===== config.mk =====
export PLATFORM = sky130hd
export DESIGN_NAME = control_unit
export DESIGN_NICKNAME = d
export VERILOG_FILES = /design/src/rtl/control_unit.sv
export SDC_FILE = /design/constraint.sdc
export NUM_CORES = 1
export LEC_CHECK = 0
export ABC_CLOCK_PERIOD_IN_PS = 800
export CAP_MARGIN = 0
export CORE_UTILIZATION = 42
export CTS_CLUSTER_DIAMETER = 150
export DETAILED_ROUTE_END_ITERATION = 6
export PLACE_DENSITY = 0.8
export REMOVE_ABC_BUFFERS = 1
export SLEW_MARGIN = 40
export SYNTH_ARGS = -nofsm -noshare
export SYNTH_HDL_FRONTEND = slang
export SYNTH_SLANG_ARGS = --single-unit

===== constraint.sdc =====
create_clock -name clk -period 0.8 [get_ports clk]
set_input_delay 0.08 -clock clk [delete_from_list [all_inputs] [get_ports clk]]
set_output_delay 0.08 -clock clk [all_outputs]
set_load 0.01 [all_outputs]

===== src/rtl/control_unit.sv =====
// -----------------------------------------------------------------------------
// control_unit
//   Decode-stage instruction decoder for a SPARC V8 subset. It turns a 32-bit
//   instruction word into a 19-bit control word. The control word is captured on
//   every rising clock edge, so the decoder has one cycle of latency.
//
// Ports
//   clk            in   1   rising-edge clock
//   clr            in   1   asynchronous active-low reset; clears instr_signals
//   instr          in  32   SPARC V8 instruction word
//   instr_signals  out 19   registered control word:
//                           [18] jmpl  [17] call  [16] branch  [15] load
//                           [14] store [13] rf_le [12] sethi   [11] modify_cc
//                           [10] annul [9:6] alu_op [5:4] size [3] se
//                           [2] mem_en [1] imm    [0] invalid
// -----------------------------------------------------------------------------
module control_unit (
   input  logic        clk,
   input  logic        clr,
   input  logic [31:0] instr,
   output logic [18:0] instr_signals
);

   typedef enum logic [3:0] {
      ALU_ADD   = 4'h0,
      ALU_ADDX  = 4'h1,
      ALU_SUB   = 4'h2,
      ALU_SUBX  = 4'h3,
      ALU_AND   = 4'h4,
      ALU_OR    = 4'h5,
      ALU_XOR   = 4'h6,
      ALU_XNOR  = 4'h7,
      ALU_ANDN  = 4'h8,
      ALU_ORN   = 4'h9,
      ALU_SLL   = 4'hA,
      ALU_SRL   = 4'hB,
      ALU_SRA   = 4'hC,
      ALU_PASSB = 4'hD
   } alu_op_e;

   logic [1:0]  op;
   logic [2:0]  op2;
   logic [5:0]  op3;

   logic        jmpl, call, branch, load, store, rf_le, sethi, modify_cc;
   logic        annul, se, mem_en, imm, invalid;
   alu_op_e     alu_op;
   logic [1:0]  size;

   logic [18:0] sig_d, sig_q;

   assign op  = instr[31:30];
   assign op2 = instr[24:22];
   assign op3 = instr[24:19];

   always_comb begin
      jmpl      = 1'b0;
      call      = 1'b0;
      branch    = 1'b0;
      load      = 1'b0;
      store     = 1'b0;
      rf_le     = 1'b0;
      sethi     = 1'b0;
      modify_cc = 1'b0;
      annul     = 1'b0;
      alu_op    = ALU_ADD;
      size      = 2'b00;
      se        = 1'b0;
      imm       = 1'b0;
      invalid   = 1'b0;

      case (op)
         2'b01: begin
            // CALL writes the return address into r15.
            call  = 1'b1;
            rf_le = 1'b1;
         end

         2'b00: begin
            case (op2)
               3'b010: begin
                  branch = 1'b1;
                  annul  = instr[29];
               end
               3'b100: begin
                  // SETHI r0,0 is the canonical NOP and produces an all-zero word.
                  if (instr[29:25] != 5'd0 || instr[21:0] != 22'd0) begin
                     sethi  = 1'b1;
                     rf_le  = 1'b1;
                     alu_op = ALU_PASSB;
                  end
               end
               default: invalid = 1'b1;
            endcase
         end

         2'b10: begin
            rf_le = 1'b1;
            imm   = instr[13];
            // op3[4] selects the cc-setting twin of each basic ALU op.
            casez (op3)
               6'b0?0000: alu_op = ALU_ADD;
               6'b0?0001: alu_op = ALU_AND;
               6'b0?0010: alu_op = ALU_OR;
               6'b0?0011: alu_op = ALU_XOR;
               6'b0?0100: alu_op = ALU_SUB;
               6'b0?0101: alu_op = ALU_ANDN;
               6'b0?0110: alu_op = ALU_ORN;
               6'b0?0111: alu_op = ALU_XNOR;
               6'b0?1000: alu_op = ALU_ADDX;
               6'b0?1100: alu_op = ALU_SUBX;
               6'b100101: alu_op = ALU_SLL;
               6'b100110: alu_op = ALU_SRL;
               6'b100111: alu_op = ALU_SRA;
               6'b111000: jmpl   = 1'b1;
               6'b111100,
               6'b111101: alu_op = ALU_ADD;
               default:   invalid = 1'b1;
            endcase
            modify_cc = ~op3[5] & op3[4];
         end

         default: begin
            imm = instr[13];
            case (op3)
               6'b000000,
               6'b000001,
               6'b000010,
               6'b000011: load = 1'b1;
               6'b001001,
               6'b001010: begin
                  load = 1'b1;
                  se   = 1'b1;
               end
               6'b000100,
               6'b000101,
               6'b000110,
               6'b000111: store = 1'b1;
               default:   invalid = 1'b1;
            endcase
            rf_le = load;
            // op3[1:0] encodes 00 word, 01 byte, 10 half, 11 double; remap to
            // the control word's 00 byte, 01 half, 10 word, 11 double.
            case (op3[1:0])
               2'b01:   size = 2'b00;
               2'b10:   size = 2'b01;
               2'b00:   size = 2'b10;
               default: size = 2'b11;
            endcase
         end
      endcase

      mem_en = load | store;

      // An invalid word carries only the invalid flag. Fields set speculatively
      // above, such as rf_le, imm and size, are discarded here.
      if (invalid) begin
         sig_d = 19'd1;
      end else begin
         sig_d = {jmpl, call, branch, load, store, rf_le, sethi, modify_cc,
                  annul, alu_op, size, se, mem_en, imm, invalid};
      end
   end

   always_ff @(posedge clk or negedge clr) begin
      if (!clr) begin
         sig_q <= '0;
      end else begin
         sig_q <= sig_d;
      end
   end

   assign instr_signals = sig_q;

endmodule


======== Word-level counts from Yosys, hierarchy flattened ========
Cells that the tools add are included.
word-level totals
  logic and storage cells ................. 80
  bits of input ports ..................... 34
  output and inout port bits .............. 19
  register bits ........................... 19
operators by class
  equality and inequality tests ........... 30
  bitwise operators ....................... 3
  reductions and logical operators ........ 16
  multiplexer cells ....................... 30
operators by type and width
  cell                count
  $pmux 4 s12         1
  $eq 6x6->1 const B  6
  $eq 6x3->1 const B  4
  $reduce_bool 22->1  1
  $mux 1              21
  $eq 5x3->1 const B  4
  $mux 19             1
  $reduce_or 16->1    1
  $eq 6x2->1 const B  2
  $eq 6x4->1 const B  2
  $eq 5x2->1 const B  2
  $eq 5x4->1 const B  2
  $reduce_or 10->1    1
  $mux 4              2
  $pmux 4 s2          1
  $reduce_or 2->1     4
  $eq 6x1->1 const B  1
  $logic_not 6->1     1
  $pmux 2 s3          1
  $reduce_or 6->1     1
  $eq 5x1->1 const B  1
  $logic_not 5->1     1
  $reduce_bool 5->1   1
  $eq 2x1->1 const B  2
  13 further kinds    15

======== Longest topological paths before layout ========
  depth after elaboration ................. 6
  mapped depth ............................ 10
  mapped depth without buffers ............ 7

======== Least setup slack after synthesis ========
No wires, ideal clock.
  path kind ............................... input-to-reg
  start point ............................. in instr[19]
  end point ............................... reg sig_q[10] (netlist: instr_signals[10])
  stages on the path ...................... 10
  setup slack ............................. -712 ps
  library setup time ...................... 80 ps
  arrival time ............................ 1432 ps
  required time ........................... 720 ps
  path buffers ............................ 3
  cell sequence ........................... inv_1 > ha_1 > buf_2 > nor2_1 > o21a_1 > nand2b_1 > a32o_1 > buf_6 > buf_6 > nor3_2
on the way
  word-level cells in the longest chain between the ends .. 5
  elaborated cells between the ends (all ways) .. 32
  those cells by class .................... eq/ne: 24; mux: 4; reduce/logical: 4
ends and longest elaborated chain
  item                                                                   line      RTL
  start: declaration                                                     20        input logic [31:0] instr,
  $eq 6x6->1, or another cell as far along                               101       casez (op3)
  $reduce_or 16->1 (no source line) or $reduce_or 10->1 (tied branches)  --
  $mux 1, on equally long branches                                       101, 125
  $pmux 1 s3 *                                                           72        case (op)
  net invalid                                                            46        logic annul, se, mem_en, imm, invalid;
  $mux 19 *                                                              157       if (invalid) begin
  net sig_d[10]                                                          50        logic [18:0] sig_d, sig_q;
  end signal: assignment                                                 169       sig_q <= sig_d;
  end: declaration                                                       50
The timed path passes the listed nets; every way through them passes the cells marked *.

======== Final worst setup path ========
  start point ............................. in instr[23]
  end point ............................... reg sig_q[18] (netlist: instr_signals[18])
on the way
  word-level cells in the longest chain between the ends .. 5
  elaborated cells between the ends (all ways) .. 28
  those cells by class .................... eq/ne: 17; mux: 7; reduce/logical: 4
ends and longest elaborated chain
  item                                                             line
  $eq 6x6->1, or another cell as far along                         101
  $reduce_or 16->1 (no source line), or another cell as far along  --
  $mux 1, on equally long branches                                 101, 125, 80
  $pmux 1 s3                                                       72
  $mux 19 *                                                        157
  net sig_d[18]                                                    50
Marked as above.

==> insert_results.sql <==
INSERT INTO impl_metrics (metric_group, metric, value, unit) VALUES
('route', 'post_drt_via_cell_ratio', '6.059', ''),
('die', 'core', '2758', 'sq um'),
('layout', 'largest_register_ffs', '19', ''),
('worst_setup_path', 'cp-start-kind', 'input port', ''),
('worst_setup_path', 'worst_ep_required_time', '1.02', 'ns'),
('synth', 'synthTopCellsByCount', 'sky130_fd_sc_hd__dfrtp_1 (19), sky130_fd_sc_hd__nor2_1 (13), sky130_fd_sc_hd__ha_1 (10), sky130_fd_sc_hd__inv_1 (10), sky130_fd_sc_hd__nand2_1 (10)', ''),
('global_routing', 'grt_start_max_net_pins', '20', ''),
('layout', 'numnets_final', '269', ''),
('die', 'floorplan.initialDensity', '44.51', '%'),
('clock_tree', 'clockRootBuffer', 'sky130_fd_sc_hd__clkbuf_4', ''),
('synth', 'synth_top_flop_cell', 'sky130_fd_sc_hd__dfrtp_1', ''),
('global_routing', 'grt.total_usage', '32.63', '%'),
('layout', 'layout_area_growth_over_synthesis', '93.58', '%'),
('layout', 'antenna-diode-count', '0', ''),
('pwr', 'report.power.total', '2573', 'uW'),
('synth', 'avgSynthCellArea', '9.370', 'sq um'),
('place', 'globalplace.congestion', '0.9592', ''),
('worst_setup_path', 'timing.critical_path.to_type', 'flop', ''),
('layout', 'n_fill_cell', '133', ''),
('synth', 'synthesis.area', '1227', 'sq um'),
('clock_tree', 'tritoncts', 'yes', ''),
('global_routing', 'grt_antenna_before_repair', '1', ''),
('route', 'detailroute.via_count', '1545', ''),
('place', 'placement.setup.worst_slack', '-1.377', 'ns'),
('timing', 'period_needed', '1.378', 'ns'),
('synth', 'synth_cells', '131', ''),
('timing', 'timing.fmax', '0.7259', 'GHz'),
('timing', 'grt_setup_unrepaired', 'true', ''),
('timing', 'setup_ws', '-0.5777', 'ns'),
('route', 'number_of_nets_still_failing_antenna_checks_after_routing', '0', ''),
('place', 'placement.io_buffers', '52', ''),
('layout', 'instances_no_fill', '255', ''),
('timing', 'timing.final.crit_share', '172.2', '%'),
('synth', 'top_cell_type_by_total_area_after_synthesis', 'sky130_fd_sc_hd__dfrtp_1', ''),
('route', 'detail_route.first_pass.iterations', '4', ''),
('synth', 'synth.most_common_cell', 'sky130_fd_sc_hd__dfrtp_1', ''),
('place', 'numPlacedInstances', '244', ''),
('synth', 'ys_top_cells_by_area', 'sky130_fd_sc_hd__dfrtp_1 (39%), sky130_fd_sc_hd__ha_1 (10%), sky130_fd_sc_hd__nor2_1 (4.0%)', ''),
('worst_setup_path', 'worst-setup-path-type', 'input port to flop', ''),
('clock_tree', 'numCtsBuffers', '3', ''),
('clock_tree', 'cts_hold_repair.buffers', '0', ''),
('die', 'die_width', '56.06', 'um'),
('global_routing', 'grt.met3_usage', '3.721', '%'),
('synth', 'number_of_enable_type_register_cells_in_the_synthesized_netlist', '0', ''),
('outcome', 'run_status', 'complete, but fails checks', ''),
('pwr', 'leakage', '0.001076', 'uW'),
('die', 'die_height', '56.06', 'um'),
('place', 'detailedPlacementHpwl', '3.015', 'mm'),
('global_routing', 'grt_pass1_vias', '1509', ''),
('route', 'remaining_drc_errors', '0', ''),
('layout', 'register_area', '475.5', 'sq um'),
('route', 'routed_wire_length_per_instance', '21.19', 'um'),
('clock_tree', 'clk_pin_slew', '0.10', 'ns'),
('worst_setup_path', 'crit_arrival', '1.59', 'ns'),
('synth', 'top_area_cell_type_share_of_the_netlist_area', '38.74', '%'),
('job', 'maxCapViolCount', '0', ''),
('synth', 'ffs_latches_synth', '19', ''),
('timing', 'finalSetupViolCount', '38', ''),
('synth', 'async_reset_ff_share', '100.0', '%'),
('synth', 'yosys_warnings', '0', ''),
('outcome', 'violations_in_the_final_reports', 'setup timing', ''),
('pwr', 'pwr_density_cell', '1083', 'nW/um^2'),
('route', 'drt-initial-drc-count', '82', ''),
('layout', 'multi_input_comb_area', '933.4', 'sq um'),
('synth', 'synth_sequential_area_ratio', '38.74', '%'),
('layout', 'layout-drive-gt1-share', '54.91', '%'),
('global_routing', 'grt_busiest_layer', 'met2', ''),
('global_routing', 'grt.met1_usage', '37.81', '%'),
('timing', 'hold_slack', '0.1061', 'ns'),
('worst_setup_path', 'critPathMaxFanout', '7', ''),
('global_routing', 'grt_overflow', '0', '');
==> cell type report <==
cell class	instances	area share, %
clock buffers	4	1.106
multi-input cells	94	39.28
well taps	31	1.632
repair buffers	97	35.55
flip-flops and latches	19	20.01
inverters	10	2.422
==> layer usage <==
layer,share of wire [%],wire length [um]
met1,35,1913
met2,47,2543
met3,8.7,472
met4,8.6,463
met5,0.20,11
==> final timing paths <==
kind	from	endpoint	slack, ns	cells after the start
worst max-delay path	instr[23]	instr_signals[18]$_DFF_PN0_	-0.58	7
worst min-delay path	clr	instr_signals[0]$_DFF_PN0_	0.11	2
max in group asynchronous	clr	instr_signals[8]$_DFF_PN0_	0.57	2
min in group clk	instr[19]	instr_signals[5]$_DFF_PN0_	0.14	4
==> critical path: stages <==
cell and delay, ns:
sky130_fd_sc_hd__buf_2 0.20, sky130_fd_sc_hd__inv_1 0.15, sky130_fd_sc_hd__o311ai_4 0.31, sky130_fd_sc_hd__a21oi_1 0.10, sky130_fd_sc_hd__a32o_2 0.32, sky130_fd_sc_hd__buf_12 0.16
sky130_fd_sc_hd__nor4_4 0.26
==> cell families after synthesis <==
logic type | share of synthesized area, %
AO/OA/AOI/OAI | 17.02
buffers and inverters | 7.849
AND/OR/NAND/NOR | 26.20
adder cells (fa/ha/maj) | 10.19
flip-flops | 38.74
==> cells in the final DEF, fill, tap and decap left out, drive strengths merged, types with 2 or more instances in the layout <==
cell           instances
dfrtp                 19
inv                    9
ha                    10
clkdlybuf4s50         25
nor2b                  3
nand2b                 4
a211oi                 3
nor2                  13
nor4b                  2
nand3                  3
o21ai                  7
nor4                  10
clkbuf                 7
nor3                   3
a21oi                  6
nor3b                  3
buf                   68
a21o                   2
nand2                 10
==> where the power goes <==
group / leakage, uW / internal [uW] / total (uW) / switching, uW
Combinational: 0.000801 / 571 / 1090 / 520
Clock: 0.0000150 / 195 / 484 / 289
Sequential: 0.000260 / 990 / 998 / 7.94
==> metrics by stage <==
step	TNS (ns)	area, sq um
2_1_floorplan	-14.55	1169
3_3_place_gp	-24.86	2038
3_5_place_dp	-26.52	2038
4_1_cts	-10.12	2281
5_1_grt	-12.36	2376
6_report	-11.67	2376
==> repair_timing <==
action,4_1_cts,5_1_grt
buffers inserted,4,1
pin swaps,10,9
resized for setup,164,26
cloned,2,0
endpoints found under the setup margin,38,38
No activity file was read; power rests on OpenSTA's default activity.
